--- config.mk ---
export PLATFORM = sky130hd
export DESIGN_NAME = inst_mem_arbiter
export DESIGN_NICKNAME = d
export VERILOG_FILES = /design/src/rtl/inst_mem_arbiter.sv
export SDC_FILE = /design/constraint.sdc
export NUM_CORES = 1
export LEC_CHECK = 0
export CORE_AREA = 10 10 100 102
export CTS_CLUSTER_DIAMETER = 100
export DETAILED_ROUTE_END_ITERATION = 6
export DIE_AREA = 0 0 110 112
export HOLD_SLACK_MARGIN = 0.08
export PLACE_DENSITY = 0.79
export SLEW_MARGIN = 10
export SYNTH_ARGS = -nofsm -noshare
export SYNTH_HDL_FRONTEND = slang
export SYNTH_SLANG_ARGS = --single-unit
--- constraint.sdc ---
create_clock -name clk_i -period 6.5 [get_ports clk_i]
set_clock_uncertainty 0.15 [all_clocks]
set_input_delay 1.95 -clock clk_i [delete_from_list [all_inputs] [get_ports clk_i]]
set_output_delay 1.95 -clock clk_i [all_outputs]
set_load 0.005 [all_outputs]
--- src/rtl/inst_mem_arbiter.sv ---
// Instruction memory arbiter: fetch (ch0) has priority, loader (ch1) is starvation-guarded.
// Optional ch1 lock for atomic multi-word patches: define INST_MEM_ARB_LOCK_EN.
module inst_mem_arbiter #(
  parameter logic [31:0] MEM_BASE = 32'h0,
  parameter logic [31:0] MEM_END  = 32'h0fff,
  parameter int unsigned MAX_WAIT = 4
) (
  input  logic        clk_i,
  input  logic        rst_ni,
  input  logic        ch0_req_i,
  input  logic [31:0] ch0_addr_i,
  output logic        ch0_ack_o,
  output logic        ch0_error_o,
  output logic [31:0] ch0_rdata_o,
  input  logic        ch1_req_i,
  input  logic        ch1_we_i,
  input  logic [3:0]  ch1_be_i,
  input  logic [31:0] ch1_addr_i,
  input  logic [31:0] ch1_wdata_i,
`ifdef INST_MEM_ARB_LOCK_EN
  input  logic        ch1_lock_i,
`endif
  output logic        ch1_ack_o,
  output logic        ch1_error_o,
  output logic [31:0] ch1_rdata_o,
  output logic        mem_req_o,
  output logic        mem_we_o,
  output logic [3:0]  mem_be_o,
  output logic [31:0] mem_addr_o,
  output logic [31:0] mem_wdata_o,
  input  logic        mem_ack_i,
  input  logic        mem_error_i,
  input  logic [31:0] mem_rdata_i
);

  typedef enum logic [2:0] {
    IDLE,
    BUSY0,
    BUSY1,
    ERR0,
`ifdef INST_MEM_ARB_LOCK_EN
    ERR1,
    LOCK1
`else
    ERR1
`endif
  } state_e;

  localparam logic [31:0] Span    = MEM_END - MEM_BASE;
  localparam logic [3:0]  MaxWait = 4'(MAX_WAIT);

  state_e     state_q, state_d;
  state_e     ret1;
  logic [3:0] wait_q, wait_d;
  logic       hit0, hit1;
  logic       arb, mask0;
  logic       win0, win1;
  logic       sel0, sel1;

  // Window check as offset-from-base so a zero base needs no special case
  assign hit0 = (ch0_addr_i - MEM_BASE) <= Span;
  assign hit1 = (ch1_addr_i - MEM_BASE) <= Span;

`ifdef INST_MEM_ARB_LOCK_EN
  assign arb   = rst_ni && ((state_q == IDLE) || (state_q == LOCK1));
  assign mask0 = (state_q == LOCK1) && ch1_lock_i;
  assign ret1  = ch1_lock_i ? LOCK1 : IDLE;
`else
  assign arb   = rst_ni && (state_q == IDLE);
  assign mask0 = 1'b0;
  assign ret1  = IDLE;
`endif

  assign win1 = arb && ch1_req_i &&
                (!ch0_req_i || mask0 || (wait_q >= MaxWait));
  assign win0 = arb && ch0_req_i && !mask0 && !win1;

  // Grant selection, next state, and memory/response routing
  always_comb begin
    state_d     = state_q;
    sel0        = 1'b0;
    sel1        = 1'b0;
    ch0_ack_o   = 1'b0;
    ch0_error_o = 1'b0;
    ch0_rdata_o = '0;
    ch1_ack_o   = 1'b0;
    ch1_error_o = 1'b0;
    ch1_rdata_o = '0;
    mem_req_o   = 1'b0;
    mem_we_o    = 1'b0;
    mem_be_o    = '0;
    mem_addr_o  = '0;
    mem_wdata_o = '0;
    unique case (1'b1)
      win0: begin
        if (hit0) begin
          sel0    = 1'b1;
          state_d = mem_ack_i ? IDLE : BUSY0;
        end else begin
          state_d = ERR0;
        end
      end
      win1: begin
        if (hit1) begin
          sel1    = 1'b1;
          state_d = mem_ack_i ? ret1 : BUSY1;
        end else begin
          state_d = ERR1;
        end
      end
      (state_q == BUSY0): begin
        sel0 = 1'b1;
        if (mem_ack_i) state_d = IDLE;
      end
      (state_q == BUSY1): begin
        sel1 = 1'b1;
        if (mem_ack_i) state_d = ret1;
      end
      (state_q == ERR0): begin
        ch0_ack_o   = 1'b1;
        ch0_error_o = 1'b1;
        state_d     = IDLE;
      end
      (state_q == ERR1): begin
        ch1_ack_o   = 1'b1;
        ch1_error_o = 1'b1;
        state_d     = ret1;
      end
      default: ;
    endcase
    if (sel0) begin
      mem_req_o   = 1'b1;
      mem_addr_o  = ch0_addr_i;
      ch0_ack_o   = mem_ack_i;
      ch0_error_o = mem_ack_i && mem_error_i;
      ch0_rdata_o = mem_ack_i ? mem_rdata_i : '0;
    end
    if (sel1) begin
      mem_req_o   = 1'b1;
      mem_we_o    = ch1_we_i;
      mem_be_o    = ch1_be_i;
      mem_addr_o  = ch1_addr_i;
      mem_wdata_o = ch1_wdata_i;
      ch1_ack_o   = mem_ack_i;
      ch1_error_o = mem_ack_i && mem_error_i;
      ch1_rdata_o = mem_ack_i ? mem_rdata_i : '0;
    end
  end

  // Count ch0 completions that happened while ch1 was kept waiting
  always_comb begin
    wait_d = wait_q;
    if (mask0) begin
      wait_d = wait_q;
    end else if (!ch1_req_i || ch1_ack_o) begin
      wait_d = '0;
    end else if (ch0_ack_o && (wait_q < MaxWait)) begin
      wait_d = wait_q + 4'd1;
    end
  end

  // State and starvation counter registers
  always_ff @(posedge clk_i or negedge rst_ni) begin
    if (!rst_ni) begin
      state_q <= IDLE;
      wait_q  <= '0;
    end else begin
      state_q <= state_d;
      wait_q  <= wait_d;
    end
  end

endmodule

# Word-level counts from Yosys, hierarchy flattened
# Cells that the tools add are included.
[totals]
ff_bits = 7
in_bits = 139
[classes]
n_eq_ne = 5
n_reduce_logical = 18
n_addsub = 1
n_lt_le_gt_ge = 4
muxes = 28
[ops]
columns = ["op", "n"]
rows = [
  ["two-way mux 32 bit", 6],
  ["less-or-equal comparator 32 x 12 -> 1 bit, second input constant", 2],
  ["two-way mux 1 bit", 12],
  ["two-way mux 4 bit", 3],
  ["case mux 3 bit (4 select lines)", 1],
  ["logical AND 1 bit", 7],
  ["equality test 3 x 2 -> 1 bit, second input constant", 2],
  ["two-way mux 3 bit", 2],
  ["adder 4 x 1 -> 4 bit, second input constant", 1],
  [">= comparator 4 x 3 -> 1 bit, second input constant", 1],
  ["less-than comparator 4 x 3 -> 1 bit, second input constant", 1],
  ["two-way mux 2 bit", 2],
  ["case mux 1 bit (2 select lines)", 2],
  ["nonzero test 4 bit", 1],
  ["OR reduction 2 bit", 2],
  ["equality test 3 x 1 -> 1 bit, second input constant", 1],
  ["equality test 3 bit, second input constant", 1],
  ["zero test 1 bit", 3],
  ["zero test 3 bit", 1],
  ["logical OR 1 bit", 2],
  ["inequality test 2 x 1 -> 1 bit, second input constant", 1],
  ["AND reduction 2 bit", 1],
  ["nonzero test 2 bit", 1],
]

# Longest topological paths before layout
# Gate-level depths: netlist (run 1).
[logic_depth]
ltp_word = 11
mapped_depth = 8

# Worst setup path before layout (run 1)
# Ideal clock, no wire load.
[synth_path]
kind = "input-to-output"
from = "in ch1_addr_i[21]"
to = "out mem_addr_o[0]"
cell_stages = 5
t_arrival_ns = 3.301
slack_ns = 1.099
path_cell_list = "or4_1 -> o31ai_4 -> buf_6 -> buf_8 -> a22o_1"
[synth_via]
elab_chain_cells = 4
[synth_lines]
columns = ["item", "line_no", "rtl"]
rows = [
  ["from (decl)", "18", "input logic [31:0] ch1_addr_i,"],
  ["less-or-equal comparator 32 x 12 -> 1 bit", "62", "assign hit1 = (ch1_addr_i - MEM_BASE) <= Span;"],
  ["two-way mux 1 bit", "104", "if (hit1) begin"],
  ["case mux 1 bit (2 select lines)", "94", "unique case (1'b1)"],
  ["two-way mux 32 bit", "138", "if (sel1) begin"],
  ["to (decl)", "29", "output logic [31:0] mem_addr_o,"],
]
# No other way between the ends.

# Final worst setup path (run 1)
[layout_path]
from = "in ch1_addr_i[21]"
to = "out ch1_rdata_o[5]"
[layout_via]
elab_chain_cells = 4
[layout_lines]
columns = ["item", "line_no", "rtl"]
rows = [
  ["less-or-equal comparator 32 x 12 -> 1 bit", "62", ""],
  ["two-way mux 1 bit", "104", ""],
  ["case mux 1 bit (2 select lines)", "94", ""],
  ["two-way mux 32 bit", "138", ""],
  ["to (decl)", "25", "output logic [31:0] ch1_rdata_o,"],
]
# No other way between the ends.

==> out/summary.txt, run 1 <==
post-synthesis sequential area ratio = 10.1%
data arrival time of the worst path = 4340 ps
Setup crit start kind = input port
crit path max fanout = 56
CTS clock-pin slew for the worst setup and hold paths = 40 ps
largest net degree at the start of global routing = 78
Total Neg Setup Slack = 0 ps
PortBufs = 276
Final Core Density = 61.3%
crit path capture type = output pin
synthesized area = 0.00174 mm2
RSZ-0062 raised after global routing = true
routability cong. = 0.918
first-pass GRT wire length = 19.4 mm
VDD IR max = 0.000175 V
DIE HEIGHT = 112 um
max-slew violation count = 0
ratio of cells with drive above 1 in the final layout = 6.42%
post-route cell area = 0.00493 mm2
worst path cell trace = clkdlybuf4s50_1 > or4_1 > o31ai_4 > buf_12 > and3_1 > clkdlybuf4s50_1
largest stage delay on the critical path = 630 ps
Std-Cell Rows = 33
filler instances = 667
Starting Density = 21.6%
Synth Net Count = 384
synth unique cells = 41
Area Overhead vs Synth = 183%
Residual DRC = 0
Crit path top cell by count = clkdlybuf4s50_1
synthesized area per cell = 7.14 um2
Clk Latency, worst-skew pair = 230 ps
Async S/R FF share, synth = 100%
Leak = 3.00 nW
core area = 0.00805 mm2
vias in the first global route = 2961
Syn Inst Count = 244
die area = 0.0123 mm2
Critical Setup Path Class = input port to output pin
max-cap viol count = 0
Least-Margin Pin Slew = 991 ps
grt ovf = 0
CTS max path bufs = 2
Inserted Clock Buffers = 3
Area contributors post-synth = and3_1 (23%), a22o_1 (17%), and2_1 (13%)
IO Pins = 277
EDFF count, synth = 0
vias per cell = 4.97
Final Power = 1.32 mW
Root Buffer = clkbuf_8
CTS Sinks = 7
relative max-transition margin = 33.9%
gr usage total = 20.4%
first drt pass iteration count = 7
Post-DRT Antenna Nets = 0
flip-flop and latch area = 175 um2
post-DP HPWL = 11.8 mm
CTS tree = built
Final Hold Vio Count = 0
Worst Path Required = 4400 ps
Tmin final = 6440 ps
Layout Cells excl Fill = 620
Yosys Warn Count = 0
post-synth top area cell = and3_1
post-layout net count = 655
share of the synthesized area in the top cell type = 23.0%
Wirelength per Cell = 23.8 um
total area of multi-input combinational cells = 0.00143 mm2
Placed Cells = 609
fmax = 0.155 GHz
DRT iter0 DRCs = 229
drt total wl = 14.7 mm
initial antenna violation count = 0
htree depth = 1
#FFs+latches synth = 7
Die X = 110 um
Main synth FF type = dfrtp_1
hold buffer count at CTS = 0
Tcrit/Tclk final = 99.0%
final setup violation count = 0
status = complete, no violations
Min-Delay Path Class = register to register
placed cell area = 0.00459 mm2
total power per unit cell area = 269 mW/mm2
vias = 3084
slowest CP cell = or4_1
-- synthesized netlist by cell type, drive strengths merged (2+ instances only) --
cell,n
nand3,3
a22o,34
inv,3
a21o,2
and3,64
and2,37
nand2,10
o21ai,10
nor4,9
nand4,2
clkbuf,16
or2,2
a31oi,2
nor2,9
or4,2
dfrtp,7
buf,12
mux2,2
-- path summary, 6_finish.rpt --
| kind | startpoint | end | slack, ps | depth (start not counted) |
|---|---|---|---|---|
| worst max-delay path | ch1_addr_i[21] | ch1_rdata_o[5] | 60 | 6 |
| worst min-delay path | wait_q[3] | wait_q[3] | 420 | 2 |
| worst max register to register | state_q[1] | wait_q[2] | 4220 | 7 |
| worst min register to register | wait_q[3] | wait_q[3] | 420 | 2 |
| max in group asynchronous | rst_ni | state_q[0] | 4170 | 2 |
| min in group asynchronous | rst_ni | wait_q[1] | 1930 | 2 |
-- registers in the layout (all words and copies together), names as in the netlist --
signal / cells
wait_q: 4
state_q: 3
-- placed cells by master (no fill, tap or decap), types with 4 or more instances in the layout --
master             n
dfrtp_1            7
nor4_1             5
o21ai_0           10
a22o_1            33
buf_12             4
clkdlybuf4s50_1  218
buf_4             10
and3_1            64
and2_1            37
nand2_1           10
nor2_1             9
dlymetal6s2s_1    57
-- cell type report --
class	count	area share, %
Multi-Input combinational cell	206	28.9
Timing Repair Buffer	294	63.7
Sequential cell	7	3.55
Clock buffer	4	0.913
Inverter	3	0.228
Antenna cell	1	0.0507
Tap cell	105	2.66
-- what timing repair did --
| action | CTS | global route |
|---|---|---|
| gates resized for setup | 3 | 62 |
| gates cloned | 0 | 3 |
| setup endpoints to repair | 112 | 129 |
| pin swaps | 2 | 8 |
| setup buffers | 0 | 3 |
-- where the power goes --
part	internal [mW]	switching [mW]
Sequential	0.0559	0.0234
Clock	0.0425	0.0204
Combinational	0.714	0.469
Total	0.812	0.513
-- kinds of logic after synthesis --
logic type	share of synthesized area, %
xor+xnor	0.503
compound gates	27.0
buf+inv	10.8
fa+ha+maj	0.718
flops	10.1
simple gates	49.6
mux	1.29
-- layer usage --
metal / routed length, um / global-route usage, % / vias up / part of all wire (%)
li1: - / - / 1458 / -
met1: 5710 / 24.0 / 1433 / 39
met2: 7550 / 35.9 / 176 / 51
met3: 1270 / 5.42 / 17 / 8.6
met4: 216 / 3.91 / 0 / 1.5
met5: 0 / 0 / - / 0
-- critical path, delay by kind of cell --
family                 cells  cell delay, ps
buffers and inverters      3            1210
and+or+nand+nor            2             830
AOI/OAI and AO/OA          1             330
-- per-stage QoR --
| step | setup WS [ps] | hold WS (ps) |
|---|---|---|
| global route | -8.88 | 442 |
| CTS | 1.81 | 416 |
| floorplan | 1100 | 360 |
| finish | 64.2 | 421 |
| global placement | -141 | 391 |
| detailed placement | -106 | 409 |
No activity file was read; power rests on OpenSTA's default activity.
==> run 2, diff against run 1 <==
Settings changed: CORE_AREA 10 10 100 102 to unset, CORE_MARGIN set to 10, CORE_UTILIZATION set to 21, DIE_AREA 0 0 110 112 to unset, PLACE_DENSITY 0.79 to 0.8.
Clock period 6.5 ns to 5.23 ns, I/O delays scaled along.
==> run 2 against run 1 <==
  * Clock-buffer cell count is the same
  * Sequential cell count is the same
  * Register-to-register slack lost 1300 ps
  * Cell count grew 10%
  * Setup slack lost 27 ps
  * Non-clock buffer count grew 63
  * Critical path type unchanged
  * Largest cell class unchanged
==> out/summary.txt, run 2 (synthesized netlist as in run 1, its figures left out) <==
htree depth = 1
max-slew violation count = 0
Tcrit/Tclk final = 99.3%
worst path cell trace = dlygate4sd2_1 > nor4_1 > nand4_1 > o31ai_4 > buf_6 > buf_4 > buf_16 > and2_1 > clkdlybuf4s15_2
Inserted Clock Buffers = 3
Critical Setup Path Class = input port to output pin
Min-Delay Path Class = register to register
most frequent cells in the layout = dlygate4sd2_1 (104), clkdlybuf4s50_1 (94), and3_1 (62)
Final Power = 1.88 mW
crit path max fanout = 11
vias in the first global route = 3498
Root Buffer = clkbuf_8
CTS clock-pin slew for the worst setup and hold paths = 40 ps
vias per cell = 4.83
DRT iter0 DRCs = 136
post-layout net count = 718
Setup crit start kind = input port
Wirelength per Cell = 22.2 um
grt ovf = 0
CTS max path bufs = 2
Leak = 2.91 nW
filler instances = 734
gr usage total = 22.0%
max-cap viol count = 0
Tmin final = 5190 ps
CTS tree = built
Final WS setup = 36.9 ps
CTS Sinks = 7
Largest register FFs = 4
IO Pins = 277
vias = 3298
core area = 0.00813 mm2
routability cong. = 0.933
Final Hold Vio Count = 0
fmax = 0.193 GHz
Area Overhead vs Synth = 196%
largest stage delay on the critical path = 390 ps
most common cell after layout, fill and taps aside = dlygate4sd2_1
first drt pass iteration count = 4
VDD IR max = 0.000202 V
slowest CP cell = o31ai_4
flip-flop and latch area = 175 um2
die area = 0.0123 mm2
post-DP HPWL = 12.0 mm
crit path capture type = output pin
Die X = 111 um
Total Neg Setup Slack = 0 ps
CP top delay family = buffers and inverters
initial antenna violation count = 1
hold buffer count at CTS = 0
largest net degree at the start of global routing = 45
ratio of cells with drive above 1 in the final layout = 28.6%
first-pass GRT wire length = 22.2 mm
Residual DRC = 0
Clk Latency, worst-skew pair = 220 ps
total area of multi-input combinational cells = 0.00147 mm2
Worst Path Required = 3510 ps
data arrival time of the worst path = 3470 ps
PortBufs = 276
Post-DRT Antenna Nets = 0
final setup violation count = 0
Std-Cell Rows = 33
Starting Density = 21.4%
CP bufs+invs = 5
drt total wl = 15.2 mm
total power per unit cell area = 365 mW/mm2
biggest regs = wait_q (4), state_q (3)
Least-Margin Pin Slew = 403 ps
status = complete, no violations
relative max-transition margin = 72.8%
DIE HEIGHT = 111 um
post-place setup slack = -511 ps
Top reg by flops = wait_q
==> run 2: per-layer routing <==
layer / routed length, um / vias up / global-route usage (%)
met3: 1070 / 10 / 5.57
met5: 0 / - / 0
met4: 147 / 0 / 2.49
met1: 5520 / 1561 / 23.1
li1: - / 1590 / -
met2: 8420 / 137 / 43.6
==> run 2: power breakdown <==
part | switching, mW | leakage [nW] | internal, mW
Combinational | 0.701 | 2.79 | 1.01
Clock | 0.0206 | 0.0228 | 0.0525
Sequential | 0.0279 | 0.0936 | 0.0695
Total | 0.750 | 2.91 | 1.13
==> run 2: metrics by stage <==
step	hold slack, ps	instance area [um2]	cells	utilization [%]
after floorplan	360	1740	244	-
after global placement	397	4830	640	59.3
after detailed placement	409	4830	640	59.3
after CTS	418	5040	670	61.9
after global routing	448	5150	683	63.3
final	418	5150	683	63.3
==> run 2: tightest hold or removal path: stages, from the launching register on <==
cell and delay, ps:
dfrtp_1 400, inv_1 80, nor2_1 50
==> run 2: path summary, 6_finish.rpt <==
check                                    start              end  slack (ps)  cells past startpoint
worst max-delay path            ch1_addr_i[16]  mem_wdata_o[17]          40                      9
worst min-delay path                 wait_q[3]        wait_q[3]         420                      2
worst min register to register       wait_q[3]        wait_q[3]         420                      2
max in group asynchronous               rst_ni       state_q[2]        3510                      2
min in group asynchronous               rst_ni        wait_q[1]        1300                      2
worst max register to register      state_q[1]        wait_q[0]        2950                      7
==> run 2: what timing repair did <==
action | CTS | global route
pin swaps | 18 | 13
resized for setup | 353 | 45
gates cloned | 7 | 3
buffers inserted | 19 | 9
setup endpoints to repair | 138 | 70
==> run 2: area by class of cell <==
| type | count | area share [%] |
|---|---|---|
| multi-input cells | 206 | 28.6 |
| diodes | 1 | 0.0486 |
| clock buffers | 4 | 0.874 |
| well taps | 105 | 2.55 |
| inverters | 3 | 0.219 |
| flip-flops and latches | 7 | 3.40 |
| repair buffers | 357 | 64.3 |
